**src/rtl/lcd_rgb_capture_pkg.sv**
```systemverilog
// Shared widths, lock-state encoding and measured-timing record for the LCD RGB capture block.
package lcd_rgb_capture_pkg;

    localparam int CNT_W = 12;
    localparam int R_W   = 5;
    localparam int G_W   = 6;
    localparam int B_W   = 5;
    localparam int RGB_W = R_W + G_W + B_W;

    localparam logic [CNT_W-1:0] CNT_MAX = '1;
    localparam logic [CNT_W-1:0] CNT_ONE = CNT_W'(1);

    typedef enum logic [1:0] {
        ST_SEARCH  = 2'd0,
        ST_MEASURE = 2'd1,
        ST_VERIFY  = 2'd2,
        ST_LOCKED  = 2'd3
    } lock_state_t;

    typedef struct packed {
        logic [CNT_W-1:0] h_active;
        logic [CNT_W-1:0] h_total;
        logic [CNT_W-1:0] v_active;
        logic [CNT_W-1:0] v_total;
    } timing_t;

    // Counters stick at all-ones instead of wrapping.
    function automatic logic [CNT_W-1:0] sat_inc(input logic [CNT_W-1:0] v);
        return (v == CNT_MAX) ? v : v + CNT_ONE;
    endfunction

endpackage

```
**src/rtl/lcd_sync_edge.sv**
```systemverilog
// Input register stage: syncs normalised to active-high, then leading/falling edge detection.
module lcd_sync_edge
    import lcd_rgb_capture_pkg::*;
#(
    parameter bit SYNC_ACTIVE_LOW = 1'b1
) (
    input  logic             clk,
    input  logic             rst,
    input  logic             lcd_de,
    input  logic             lcd_hsync,
    input  logic             lcd_vsync,
    input  logic [RGB_W-1:0] lcd_rgb,
    output logic             de,
    output logic [RGB_W-1:0] rgb,
    output logic             de_rise,
    output logic             de_fall,
    output logic             hs_lead,
    output logic             vs_lead
);

    logic hs;
    logic vs;
    logic de_d;
    logic hs_d;
    logic vs_d;

    always_ff @(posedge clk or posedge rst) begin
        if (rst) begin
            de   <= 1'b0;
            hs   <= 1'b0;
            vs   <= 1'b0;
            rgb  <= '0;
            de_d <= 1'b0;
            hs_d <= 1'b0;
            vs_d <= 1'b0;
        end else begin
            de   <= lcd_de;
            hs   <= lcd_hsync ^ SYNC_ACTIVE_LOW;
            vs   <= lcd_vsync ^ SYNC_ACTIVE_LOW;
            rgb  <= lcd_rgb;
            de_d <= de;
            hs_d <= hs;
            vs_d <= vs;
        end
    end

    assign de_rise = de & ~de_d;
    assign de_fall = ~de & de_d;
    assign hs_lead = hs & ~hs_d;
    assign vs_lead = vs & ~vs_d;

endmodule

```
**src/rtl/lcd_rgb_capture.sv**
```systemverilog
// RGB565 LCD capture: pixel coordinates, per-frame timing measurement and lock tracking.
//   state   | meaning
//   SEARCH  | no frame reference, waiting for a VSYNC leading edge
//   MEASURE | first frame being measured
//   VERIFY  | candidate held, waiting for a frame that repeats it
//   LOCKED  | timing stable; a differing frame raises fmt_err
module lcd_rgb_capture
    import lcd_rgb_capture_pkg::*;
#(
    parameter bit SYNC_ACTIVE_LOW = 1'b1,
    parameter int TIMEOUT_LOG2    = 20
) (
    input  logic             PixelClk,
    input  logic             RST,
    input  logic             LCD_DE,
    input  logic             LCD_HSYNC,
    input  logic             LCD_VSYNC,
    input  logic [R_W-1:0]   LCD_R,
    input  logic [G_W-1:0]   LCD_G,
    input  logic [B_W-1:0]   LCD_B,
    output logic             pix_valid,
    output logic [RGB_W-1:0] pix_rgb,
    output logic [CNT_W-1:0] pix_x,
    output logic [CNT_W-1:0] pix_y,
    output logic             frame_start,
    output logic             line_start,
    output logic [CNT_W-1:0] h_active,
    output logic [CNT_W-1:0] h_total,
    output logic [CNT_W-1:0] v_active,
    output logic [CNT_W-1:0] v_total,
    output logic             locked,
    output logic             fmt_err
);

    logic             de;
    logic [RGB_W-1:0] rgb;
    logic             de_rise;
    logic             de_fall;
    logic             hs_lead;
    logic             vs_lead;

    lcd_sync_edge #(
        .SYNC_ACTIVE_LOW(SYNC_ACTIVE_LOW)
    ) u_sync_edge (
        .clk      (PixelClk),
        .rst      (RST),
        .lcd_de   (LCD_DE),
        .lcd_hsync(LCD_HSYNC),
        .lcd_vsync(LCD_VSYNC),
        .lcd_rgb  ({LCD_R, LCD_G, LCD_B}),
        .de       (de),
        .rgb      (rgb),
        .de_rise  (de_rise),
        .de_fall  (de_fall),
        .hs_lead  (hs_lead),
        .vs_lead  (vs_lead)
    );

    always_ff @(posedge PixelClk or posedge RST) begin
        if (RST) begin
            pix_valid   <= 1'b0;
            pix_rgb     <= '0;
            pix_x       <= '0;
            pix_y       <= '0;
            frame_start <= 1'b0;
            line_start  <= 1'b0;
        end else begin
            pix_valid   <= de;
            pix_rgb     <= rgb;
            frame_start <= vs_lead;
            line_start  <= hs_lead;
            if (de_rise) begin
                pix_x <= '0;
            end else if (de) begin
                pix_x <= sat_inc(pix_x);
            end
            if (vs_lead) begin
                pix_y <= '0;
            end else if (de_fall) begin
                pix_y <= sat_inc(pix_y);
            end
        end
    end

    logic [CNT_W-1:0] h_cnt;
    logic [CNT_W-1:0] h_last;
    logic [CNT_W-1:0] de_cnt;
    logic [CNT_W-1:0] de_last;
    logic [CNT_W-1:0] v_cnt;
    logic [CNT_W-1:0] v_de;

    always_ff @(posedge PixelClk or posedge RST) begin
        if (RST) begin
            h_cnt   <= '0;
            h_last  <= '0;
            de_cnt  <= '0;
            de_last <= '0;
            v_cnt   <= '0;
            v_de    <= '0;
        end else begin
            if (hs_lead) begin
                h_last <= h_cnt;
                h_cnt  <= CNT_ONE;
            end else begin
                h_cnt <= sat_inc(h_cnt);
            end
            if (de_rise) begin
                de_cnt <= CNT_ONE;
            end else if (de) begin
                de_cnt <= sat_inc(de_cnt);
            end
            if (vs_lead) begin
                de_last <= '0;
                v_cnt   <= '0;
                v_de    <= '0;
            end else begin
                if (de_fall) begin
                    de_last <= de_cnt;
                    v_de    <= sat_inc(v_de);
                end
                if (hs_lead) begin
                    v_cnt <= sat_inc(v_cnt);
                end
            end
        end
    end

    // Edges coinciding with VSYNC still belong to the frame being closed.
    timing_t meas;
    always_comb begin
        meas.h_total  = hs_lead ? h_cnt : h_last;
        meas.h_active = de_fall ? de_cnt : de_last;
        meas.v_total  = hs_lead ? sat_inc(v_cnt) : v_cnt;
        meas.v_active = de_fall ? sat_inc(v_de) : v_de;
    end

    logic [TIMEOUT_LOG2-1:0] to_cnt;
    logic                    timeout;

    always_ff @(posedge PixelClk or posedge RST) begin
        if (RST) begin
            to_cnt <= '0;
        end else if (vs_lead) begin
            to_cnt <= '1;
        end else if (to_cnt != '0) begin
            to_cnt <= to_cnt - TIMEOUT_LOG2'(1);
        end
    end

    assign timeout = (to_cnt == '0) && !vs_lead;

    lock_state_t state;
    lock_state_t state_nxt;
    timing_t     cand;
    logic        same;
    logic        cand_load;
    logic        fmt_set;

    assign same = (meas == cand);

    always_ff @(posedge PixelClk or posedge RST) begin
        if (RST) begin
            state <= ST_SEARCH;
        end else begin
            state <= state_nxt;
        end
    end

    always_comb begin
        state_nxt = state;
        case (state)
            ST_SEARCH:  if (vs_lead)          state_nxt = ST_MEASURE;
            ST_MEASURE: if (vs_lead)          state_nxt = ST_VERIFY;
            ST_VERIFY:  if (vs_lead && same)  state_nxt = ST_LOCKED;
            ST_LOCKED:  if (vs_lead && !same) state_nxt = ST_VERIFY;
            default:                          state_nxt = ST_SEARCH;
        endcase
        if (timeout) begin
            state_nxt = ST_SEARCH;
        end
    end

    always_comb begin
        locked    = (state == ST_LOCKED);
        cand_load = vs_lead && (state != ST_SEARCH);
        fmt_set   = vs_lead && (state == ST_LOCKED) && !same;
    end

    // The published measurements double as the lock candidate.
    always_ff @(posedge PixelClk or posedge RST) begin
        if (RST) begin
            cand    <= '0;
            fmt_err <= 1'b0;
        end else begin
            fmt_err <= fmt_set;
            if (cand_load) begin
                cand <= meas;
            end
        end
    end

    assign h_active = cand.h_active;
    assign h_total  = cand.h_total;
    assign v_active = cand.v_active;
    assign v_total  = cand.v_total;

endmodule

```
**config.mk**
```make
export PLATFORM = sky130hd
export DESIGN_NAME = lcd_rgb_capture
export DESIGN_NICKNAME = d
export VERILOG_FILES = /design/src/rtl/lcd_rgb_capture_pkg.sv /design/src/rtl/lcd_sync_edge.sv /design/src/rtl/lcd_rgb_capture.sv
export SDC_FILE = /design/constraint.sdc
export NUM_CORES = 1
export LEC_CHECK = 0
export ABC_CLOCK_PERIOD_IN_PS = 7150
export BUFFER_PORTS_ARGS = -buffer_cell sky130_fd_sc_hd__clkbuf_2
export CAP_MARGIN = 0
export CELL_PAD_IN_SITES_DETAIL_PLACEMENT = 0
export CELL_PAD_IN_SITES_GLOBAL_PLACEMENT = 1
export CORE_UTILIZATION = 41
export CTS_CLUSTER_SIZE = 8
export DETAILED_ROUTE_END_ITERATION = 7
export GPL_ROUTABILITY_DRIVEN = 0
export PLACE_DENSITY = 0.71
export REMOVE_ABC_BUFFERS = 1
export SLEW_MARGIN = 20
export SYNTH_ARGS = -nofsm -noshare
export SYNTH_HDL_FRONTEND = slang
export SYNTH_SLANG_ARGS = --single-unit
export TNS_END_PERCENT = 30
```
**constraint.sdc**
```tcl
create_clock -name PixelClk -period 7.15 [get_ports PixelClk]
set_input_delay 0.715 -clock PixelClk [delete_from_list [all_inputs] [get_ports PixelClk]]
set_output_delay 0.715 -clock PixelClk [all_outputs]
set_load 0.01 [all_outputs]
```
==> results of run 1 <==
stage by stage:
stage / setup WS (ns) / hold slack (ns) / instances
after floorplan: 0.783 / 0.331 / 923
after global placement: 3.71 / 0.331 / 1358
after detailed placement: 3.58 / 0.336 / 1358
after CTS: 3.58 / 0.257 / 1389
after global routing: 3.26 / 0.264 / 1390
final: 3.56 / 0.285 / 1390
how the worst max path moves through the flow:
stage | start | endpoint | cells past startpoint
final | u_sync_edge.hs_d$_DFF_PP0_ | fmt_err$_DFF_PP0_ | 9
after CTS | u_sync_edge.hs_d$_DFF_PP0_ | fmt_err$_DFF_PP0_ | 9
after floorplan | RST | de_cnt[0]$_DFFE_PP0P_ | 1
after global placement | u_sync_edge.hs_d$_DFF_PP0_ | fmt_err$_DFF_PP0_ | 9
after detailed placement | u_sync_edge.hs_d$_DFF_PP0_ | fmt_err$_DFF_PP0_ | 9
after global routing | u_sync_edge.hs_d$_DFF_PP0_ | fmt_err$_DFF_PP0_ | 9
registers in the layout (all words and copies together) (netlist names), 2 cells and up:
register	count
u_sync_edge.rgb	16
h_cnt	12
h_last	12
h_active	12
de_cnt	12
v_active	12
state	2
pix_y	12
pix_rgb	16
v_de	12
pix_x	12
to_cnt	20
v_total	12
h_total	12
de_last	12
v_cnt	12
routing by layer:
layer / vias up / global-route usage [%] / part of all wire [%]
met5: - / 0 / 0
met4: 0 / 5.18 / 2.2
met3: 34 / 3.22 / 4.3
met2: 141 / 30.9 / 44
met1: 3492 / 29.5 / 49
li1: 3601 / - / -
area by class of cell:
cell class	instances	area, sq um
clock buffer	30	729
inverter	41	161
sequential	207	5180
clock inverter	1	8.76
fill	2182	11600
multi-input combinational	675	4200
tap	313	392
timing repair buffer	123	661
cells by family after synthesis:
| group | synth area share [%] |
|---|---|
| XOR/XNOR | 7.93 |
| flip-flops | 53.3 |
| AND/OR/NAND/NOR | 19.5 |
| AO/OA/AOI/OAI | 11.6 |
| buffers and inverters | 3.59 |
| adder cells (fa/ha/maj) | 0.902 |
| multiplexers | 3.16 |
critical path, stage by stage (launching register included):
cell and delay (ns):
dfrtp_1 0.41, nand2b_1 0.66, inv_2 0.37, nor4_1 0.47, a211oi_1 0.15, nor4_1 0.24
or4b_1 0.49, nor4_2 0.35, nand3_1 0.12, and3_1 0.20
cells in the final DEF (no fill, tap or decap), drive strengths merged, types with 6 or more instances in the layout:
| cell | instances |
|---|---|
| a21oi | 21 |
| dfrtp | 207 |
| o2bb2ai | 6 |
| or3 | 12 |
| xor2 | 39 |
| o2111ai | 6 |
| clkbuf | 143 |
| and2 | 8 |
| a41o | 6 |
| ha | 7 |
| buf | 10 |
| nor2b | 8 |
| inv | 42 |
| nand2 | 101 |
| mux2i | 25 |
| or4 | 6 |
| and3 | 9 |
| nand3 | 36 |
| nand4 | 27 |
| nand3b | 8 |
| nor4 | 14 |
| nor2 | 105 |
| xnor2 | 49 |
| nor3 | 18 |
| nand2b | 16 |
| o21ai | 79 |
report_power, final:
group	total (uW)	switching [uW]	internal [uW]
Combinational	431	253	178
Clock	1170	468	706
Sequential	1380	114	1260
Total	2980	834	2150
==> run summary, run 1 <==
status: complete, no violations
setup_tns: 0 ns
vias: 7268
Critical Path End Type: flip-flop
Residual DRC: 0
count of cells resized by post-cts repair: 0
post-route cell area: 0.0113 sq mm
RSZ-0062 raised after global routing: no
crit path DAT: 4.01 ns
die area: 0.0243 sq mm
hold_sp: LCD_R[0]
hold buffers post-CTS: 0
Util after Layout: 49.4%
Initial DRC Count: 420
Worst-Margin Slew: 0.922 ns
WHS Path Cells: 1
reg2reg start: u_sync_edge.hs_d$_DFF_PP0_
Die Span Y: 156 microns
CP Max Fanout: 23
top cell type by total area after synthesis: dfrtp_1
power per cell area: 263 mW/mm^2
cell area after synthesis: 0.00971 sq mm
endpoints failing setup: 0
vias in the first global route: 7137
via density per instance: 5.23
syn avg cell area: 10.0 sq um
Horiz. Die Dim: 156 microns
CTS buffer count: 29
total gr overflow: 0
core footprint: 0.0229 sq mm
Setup CP Type: flip-flop to flip-flop
CTS tree: done
Final Critical Period: 3.59 ns
slew margin rel.: 38.6%
Clock transition at path regs: 0.05 ns
first-pass GRT wire length: 38.8 mm
R2R Path End: fmt_err$_DFF_PP0_
num rows: 55
DRT Wirelength: 23.3 mm
Final Hold Fails: 0
R2R Setup Slk: 3.56 ns
Worst-Skew Late Latency: 0.54 ns
worst r2r path cells: 9
Tot GR Track Use: 20.1%
DP Area: 0.0106 sq mm
largest net degree at the start of global routing: 139
antenna violations before repair: 0
crit share post-route: 50.2%
Top FF cell, synth: dfrtp_1
count leader, synth: dfrtp_1
clk root buf: clkbuf_16
Leakage: 0.00515 uW
crit start category: flip-flop
CP required: 7.57 ns
Post-synth ARST share: 100%
first drt pass iteration count: 4
Final nets: 1105
layout cells sized above 1: 16.0%
total clock sinks: 207
remaining antenna violation count: 0
Post-Syn Instances: 968
# H-tree levels: 1
# IOs: 114
antenna fix cells: 0
WHS Endpoint: u_sync_edge.rgb[11]$_DFF_PP0_
number of synthesized register bits: 207
Synthesis Warnings: 0
port bufs: 113
most frequent cells after synthesis: dfrtp_1, nor2_1, nand2_1
Synth top area share: 53.3%
skew final: 0.0139 ns
Cell variety after synth: 73
Bufs on Longest Clock Path: 3
worst hold-check path type: input port to flip-flop
Routed WL per cell: 16.8 microns
Final Max Tran Viols: 0
Synth area leaders: dfrtp_1, xnor2_1, nor2_1
Total Power: 2980 uW
fmax: 0.278 GHz
HPWL after DPL: 16.0 mm
initial core utilization: 42.4%
register area share after synthesis: 53.3%
peak supply drop: 0.000184 V
max_cap viols: 0
area delta synth->final: 16.6%
setup bufs post-CTS: 0
EDFF count, synth: 0
No activity file was read; power rests on OpenSTA's default activity.
==> run 2, diff against run 1 <==
--- a/config.mk
+++ b/config.mk
@@ -5,7 +5,7 @@
 export SDC_FILE = /design/constraint.sdc
 export NUM_CORES = 1
 export LEC_CHECK = 0
-export ABC_CLOCK_PERIOD_IN_PS = 7150
+export ABC_CLOCK_PERIOD_IN_PS = 3060
 export BUFFER_PORTS_ARGS = -buffer_cell sky130_fd_sc_hd__clkbuf_2
 export CAP_MARGIN = 0
 export CELL_PAD_IN_SITES_DETAIL_PLACEMENT = 0
@@ -14,7 +14,7 @@
 export CTS_CLUSTER_SIZE = 8
 export DETAILED_ROUTE_END_ITERATION = 7
 export GPL_ROUTABILITY_DRIVEN = 0
-export PLACE_DENSITY = 0.71
+export PLACE_DENSITY = 0.74
 export REMOVE_ABC_BUFFERS = 1
 export SLEW_MARGIN = 20
 export SYNTH_ARGS = -nofsm -noshare
==> constraint.sdc (replaced) <==
create_clock -name PixelClk -period 3.06 [get_ports PixelClk]
set_input_delay 0.306 -clock PixelClk [delete_from_list [all_inputs] [get_ports PixelClk]]
set_output_delay 0.306 -clock PixelClk [all_outputs]
set_load 0.01 [all_outputs]
==> run 2 against run 1 <==
Non-clock buffer count increased by 46. Hold slack better by 0.058 ns. Maximum frequency rose by 27%. Sequential cell count unchanged. Utilization grew 1.9 points. Largest cell class unchanged. Global-route usage up 0.35 points. Via count increased by 4.0%. Final cell count increased by 3.3%. Critical path depth did not move. Cell area rose by 3.9%. Sequential share of layout area down 1.7 points. Highest routed layer unchanged.
==> run summary, run 2 (synthesized netlist as in run 1, its figures left out) <==
Worst-Margin Slew: 0.711 ns (was 0.922 ns)
Final nets: 1151 (was 1105)
vias in the first global route: 7394 (was 7137)
Setup CP Type: flip-flop to flip-flop (unchanged)
setup bufs post-CTS: 0 (unchanged)
max_cap viols: 0 (unchanged)
CP required: 3.48 ns (was 7.57 ns)
via density per instance: 5.26 (was 5.23)
crit share post-route: 92.5% (was 50.2%)
HPWL after DPL: 16.9 mm (was 16.0 mm)
endpoints failing setup: 0 (unchanged)
Horiz. Die Dim: 156 microns (unchanged)
Initial DRC Count: 390 (was 420)
biggest regs: to_cnt x20, pix_rgb x16, u_sync_edge.rgb x16 (unchanged)
Fillers: 2112 (was 2182)
total gr overflow: 0 (unchanged)
Biggest register: to_cnt (unchanged)
power per cell area: 599 mW/mm^2 (was 263 mW/mm^2)
core footprint: 0.0229 sq mm (unchanged)
Critical Path End Type: flip-flop (unchanged)
fmax: 0.353 GHz (was 0.278 GHz)
area delta synth->final: 21.2% (was 16.6%)
CTS buffer count: 29 (unchanged)
Worst Path Buf+Inv: 0 (was 1)
peak supply drop: 0.000509 V (was 0.000184 V)
Routed WL per cell: 16.6 microns (was 16.8 microns)
Residual DRC: 0 (unchanged)
Bufs on Longest Clock Path: 3 (unchanged)
most frequent cells in the layout: dfrtp_1, clkbuf_2, nor2_1, nand2_1, o21ai_0 (unchanged)
status: complete, no violations (unchanged)
Seq. cell area: 0.00518 sq mm (unchanged)
DRT Wirelength: 23.9 mm (was 23.3 mm)
initial core utilization: 42.4% (unchanged)
CTS tree: done (unchanged)
first drt pass iteration count: 5 (was 4)
Setup WS pre-CTS: 0.170 ns (was 3.58 ns)
antenna violations before repair: 0 (unchanged)
skew final: 0.0100 ns (was 0.0139 ns)
DP Area: 0.0108 sq mm (was 0.0106 sq mm)
Worst-Skew Late Latency: 0.53 ns (was 0.54 ns)
Cell Chain, Critical Path: ha_2, and3b_1, a21oi_1, a41o_1, xnor2_1, or4_1, nor4_4, nand3_1, and3_1 (was nand2b_1, inv_2, nor4_1, a211oi_1, nor4_1, or4b_1, nor4_2, nand3_1, and3_1)
num rows: 55 (unchanged)
Tot GR Track Use: 20.5% (was 20.1%)
crit path DAT: 3.25 ns (was 4.01 ns)
total clock sinks: 207 (unchanged)
most common cell after layout, fill and taps aside: dfrtp_1 (unchanged)
slowest CP cell: or4_1 (was nand2b_1)
Final Hold Fails: 0 (unchanged)
Clock transition at path regs: 0.05 ns (about the same)
vias: 7558 (was 7268)
post-route cell area: 0.0118 sq mm (was 0.0113 sq mm)
max FFs per register: 20 (unchanged)
RSZ-0062 raised after global routing: no (unchanged)
# H-tree levels: 1 (unchanged)
port bufs: 113 (unchanged)
Final Max Tran Viols: 0 (unchanged)
Die Span Y: 156 microns (unchanged)
worst hold-check path type: flip-flop to flip-flop (was input port to flip-flop)
first-pass GRT wire length: 39.5 mm (was 38.8 mm)
slew margin rel.: 52.4% (was 38.6%)
antenna fix cells: 0 (unchanged)
CP Max Fanout: 7 (was 23)
Leakage: 0.00537 uW (was 0.00515 uW)
Multi-input gate area: 0.00422 sq mm (was 0.00420 sq mm)
layout cells sized above 1: 18.0% (was 16.0%)
Final WS setup: 0.229 ns (was 3.56 ns)
die area: 0.0243 sq mm (unchanged)
remaining antenna violation count: 0 (unchanged)
Max stage delay on crit path: 0.58 ns (was 0.66 ns)
Final Critical Period: 2.83 ns (was 3.59 ns)
largest net degree at the start of global routing: 86 (was 139)
clk root buf: clkbuf_16 (unchanged)
# IOs: 114 (unchanged)
crit start category: flip-flop (unchanged)
delay-heaviest family, CP: simple AND/OR/NAND/NOR gates (unchanged)
run 2: changes by cell type in the layout (fill, tap and decap cells not counted), sizes merged:
| cell | previous run | this run |
|---|---|---|
| buf | 10 | 36 |
| dlygate4sd3 | 0 | 20 |
run 2: what timing repair did:
| item | CTS | global route |
|---|---|---|
| gates resized for setup | 0 | 5 |
| hold endpoints to repair | 100 | 0 |
| endpoints found under the setup margin | 0 | 2 |
| hold buffers | 20 | 0 |
run 2: worst register-to-register path, cell delays in order, from the launching register on:
cell,delay [ns]
dfrtp_1,0.45
ha_2,0.29
and3b_1,0.25
a21oi_1,0.10
a41o_1,0.25
xnor2_1,0.14
or4_1,0.58
nor4_4,0.36
nand3_1,0.11
and3_1,0.19
run 2: path summary, 6_finish.rpt:
path / slack, ns / endpoint / startpoint / cells after the start
max: 0.23 / fmt_err$_DFF_PP0_ / v_cnt[0]$_DFF_PP0_ / 9
min: 0.34 / pix_rgb[4]$_DFF_PP0_ / u_sync_edge.rgb[4]$_DFF_PP0_ / 0
max reg2reg: 0.23 / fmt_err$_DFF_PP0_ / v_cnt[0]$_DFF_PP0_ / 9
min reg2reg: 0.34 / pix_rgb[4]$_DFF_PP0_ / u_sync_edge.rgb[4]$_DFF_PP0_ / 0
max in group asynchronous: 1.89 / h_cnt[11]$_DFFE_PP0P_ / RST / 4
min in group asynchronous: 0.40 / pix_y[6]$_DFFE_PP0P_ / RST / 3
run 2: per-stage QoR:
step           power [uW]  hold slack [ns]  utilization [%]  instances  TNS, ns
5_1_grt              7400            0.348             51.4       1436        0
2_1_floorplan        3860            0.331                -        923  -709.18
4_1_cts              7130            0.344             51.3       1436        0
3_3_place_gp         4320            0.331             47.2       1385        0
3_5_place_dp         4330            0.335             47.2       1385        0
6_report             7050            0.343             51.4       1436        0
run 2: layout make-up:
cell class / count / share of cell area [%]
Timing Repair Buffer: 169 / 9.22
Clock buffer: 30 / 6.19
Inverter: 41 / 1.37
Multi-Input combinational cell: 675 / 35.8
Sequential cell: 207 / 44.0
Tap cell: 313 / 3.33
Clock inverter: 1 / 0.0744
run 2: per-layer routing:
metal / GRT usage [%] / wire length (microns) / up-vias
met1: 29.2 / 11200 / 3642
met4: 6.21 / 660 / 0
met3: 4.03 / 1280 / 48
met2: 31.4 / 10700 / 190
met5: 0 / 0 / -
li1: - / - / 3678
run 2: report_power, final:
part | internal (uW) | total [uW] | switching [uW]
clock network | 1650 | 2750 | 1100
registers | 2950 | 3200 | 249
logic | 476 | 1100 | 628
total | 5070 | 7050 | 1980
==> run 3, diff against run 2 <==
--- a/config.mk
+++ b/config.mk
@@ -10,11 +10,12 @@
 export CAP_MARGIN = 0
 export CELL_PAD_IN_SITES_DETAIL_PLACEMENT = 0
 export CELL_PAD_IN_SITES_GLOBAL_PLACEMENT = 1
-export CORE_UTILIZATION = 41
+export CORE_UTILIZATION = 40
+export CTS_BUF_LIST = sky130_fd_sc_hd__clkbuf_8
 export CTS_CLUSTER_SIZE = 8
 export DETAILED_ROUTE_END_ITERATION = 7
 export GPL_ROUTABILITY_DRIVEN = 0
-export PLACE_DENSITY = 0.74
+export PLACE_DENSITY = 0.72
 export REMOVE_ABC_BUFFERS = 1
 export SLEW_MARGIN = 20
 export SYNTH_ARGS = -nofsm -noshare
==> run 3 against run 2 <==
Sequential share of layout area down 0.28 points. Clock skew up 0.0042 ns. Final cell count up 3.1%.
==> run summary, run 3 (synthesized netlist as in run 1, its figures left out) <==
status: complete, no violations (unchanged)
peak supply drop: 0.000399 V (was 0.000509 V)
Tot GR Track Use: 20.1% (was 20.5%)
hold_sp: u_sync_edge.rgb[5]$_DFF_PP0_ (was u_sync_edge.rgb[4]$_DFF_PP0_)
first drt pass iteration count: 5 (unchanged)
power per cell area: 594 mW/mm^2 (was 599 mW/mm^2)
crit path launch: v_cnt[4]$_DFF_PP0_ (was v_cnt[0]$_DFF_PP0_)
Final Critical Period: 2.84 ns (was 2.83 ns)
DP Area: 0.0108 sq mm (about the same)
antenna fix cells: 0 (unchanged)
slew margin rel.: 41.6% (was 52.4%)
Setup CP Type: flip-flop to flip-flop (unchanged)
area delta synth->final: 22.0% (was 21.2%)
most common cell after layout, fill and taps aside: dfrtp_1 (unchanged)
clk root buf: clkbuf_8 (was clkbuf_16)
Leakage: 0.00546 uW (was 0.00537 uW)
CP required: 3.48 ns (about the same)
crit share post-route: 92.9% (was 92.5%)
DRT Wirelength: 24.0 mm (was 23.9 mm)
register share of total power: 45.3% (was 45.4%)
layout cells sized above 1: 19.8% (was 18.0%)
CTS tree: done (unchanged)
post-route cell area: 0.0119 sq mm (was 0.0118 sq mm)
Worst-Skew Late Latency: 0.53 ns (about the same)
vias in the first global route: 7450 (was 7394)
Critical Path End Type: flip-flop (unchanged)
crit start category: flip-flop (unchanged)
CP Max Fanout: 13 (was 7)
RSZ-0062 raised after global routing: no (unchanged)
switching share of power: 28.9% (was 28.1%)
Final Max Tran Viols: 0 (unchanged)
Horiz. Die Dim: 158 microns (was 156 microns)
Worst-Margin Slew: 0.874 ns (was 0.711 ns)
Final Hold Fails: 0 (unchanged)
first-pass GRT wire length: 39.2 mm (was 39.5 mm)
clock power share: 38.8% (was 39.0%)
num rows: 56 (was 55)
setup_tns: 0 ns (unchanged)
CTS buffer count: 39 (was 29)
# H-tree levels: 2 (was 1)
reg2reg start: v_cnt[4]$_DFF_PP0_ (was v_cnt[0]$_DFF_PP0_)
total gr overflow: 0 (unchanged)
via density per instance: 5.16 (was 5.26)
Die Span Y: 158 microns (was 156 microns)
crit path DAT: 3.26 ns (was 3.25 ns)
largest net degree at the start of global routing: 102 (was 86)
core footprint: 0.0236 sq mm (was 0.0229 sq mm)
Pint: 5000 uW (was 5080 uW)
initial core utilization: 41.1% (was 42.4%)
max_cap viols: 0 (unchanged)
Final nets: 1164 (was 1151)
HPWL after DPL: 16.8 mm (was 16.9 mm)
remaining antenna violation count: 0 (unchanged)
Sw Pwr: 2040 uW (was 1980 uW)
vias: 7630 (was 7558)
most frequent cells in the layout: dfrtp_1, clkbuf_2, nor2_1, nand2_1, o21ai_0 (unchanged)
die area: 0.0249 sq mm (was 0.0243 sq mm)
endpoints failing setup: 0 (unchanged)
Initial DRC Count: 412 (was 390)
total clock sinks: 207 (unchanged)
# IOs: 114 (unchanged)
port bufs: 113 (unchanged)
Clock transition at path regs: 0.06 ns (was 0.05 ns)
Residual DRC: 0 (unchanged)
fmax: 0.352 GHz (was 0.353 GHz)
Biggest register: to_cnt (unchanged)
Bufs on Longest Clock Path: 3 (unchanged)
biggest regs: to_cnt x20, pix_rgb x16, u_sync_edge.rgb x16 (unchanged)
Fillers: 2249 (was 2112)
setup bufs post-CTS: 0 (unchanged)
Routed WL per cell: 16.2 microns (was 16.6 microns)
worst hold-check path type: flip-flop to flip-flop (unchanged)
skew final: 0.0142 ns (was 0.0100 ns)
combinational share of power: 15.9% (was 15.7%)
max FFs per register: 20 (unchanged)
antenna violations before repair: 0 (unchanged)
==> run 3: changes by cell type in the layout (fill, tap and decap cells not counted), moves of 2 or more <==
cell	before	now
buf_4	32	36
clkbuf_8	0	48
clkbuf_16	29	0
clkinv_2	0	4
bufinv_16	0	2
clkinvlp_4	0	3
inv_1	38	47
==> run 3: routing by layer <==
metal / vias up / GRT usage, % / routed length, microns
met5: - / 0 / 0
met4: 0 / 6.47 / 549
met3: 44 / 3.97 / 1180
met2: 167 / 31.3 / 11000
met1: 3689 / 28.1 / 11300
li1: 3730 / - / -
==> run 3: what timing repair did <==
action | CTS | global route
endpoints found under the hold margin | 115 | 0
hold buffers | 20 | 0
gates resized for setup | 0 | 3
setup endpoints to repair | 0 | 2
==> run 3: final cells by class <==
cell class                 count  area (sq um)  area share (%)
multi-input combinational    675          4220            35.6
inverter                      41           161            1.36
timing repair buffer         172          1100            9.25
sequential                   207          5180            43.7
clock buffer                  48           661            5.57
clock inverter                18           136            1.15
tap                          319           399            3.37
==> run 3: worst paths after layout <==
path,end,slack (ns),depth (start not counted)
setup / recovery,fmt_err$_DFF_PP0_,0.22,8
hold / removal,pix_rgb[5]$_DFF_PP0_,0.34,0
setup reg to reg,fmt_err$_DFF_PP0_,0.22,8
hold reg to reg,pix_rgb[5]$_DFF_PP0_,0.34,0
max in group asynchronous,v_active[10]$_DFFE_PP0P_,1.79,4
min in group asynchronous,u_sync_edge.rgb[10]$_DFF_PP0_,0.48,3
==> run 3: stage by stage <==
step | utilization (%) | cells | total power, uW | hold slack [ns] | worst slack, ns
finish | 50.2 | 1480 | 7040 | 0.343 | 0.217
global placement | 45.9 | 1394 | 4320 | 0.331 | 0.197
detailed placement | 45.9 | 1394 | 4330 | 0.335 | 0.178
CTS | 50.1 | 1480 | 7130 | 0.347 | 0.158
floorplan | - | 923 | 3860 | 0.331 | -2.90
global route | 50.2 | 1480 | 7430 | 0.353 | 0.0512
==> run 3: worst max-delay path: stages (launching register included) <==
cell       delay [ns]
dfrtp_1          0.41
and4_1           0.53
o2111ai_2        0.26
o21ai_0          0.36
o22ai_1          0.17
or3_1            0.38
nor4_4           0.33
nand3_1          0.12
and3_1           0.18
==> run 3: power groups by stage <==
| stage | clock (uW) | sequential, uW | combinational (uW) |
|---|---|---|---|
| floorplan | 0 | 3220 | 639 |
| global placement | 0 | 3230 | 1090 |
| detailed placement | 0 | 3230 | 1100 |
| CTS | 2820 | 3190 | 1120 |
| finish | 2730 | 3190 | 1120 |
| global route | 2950 | 3230 | 1260 |
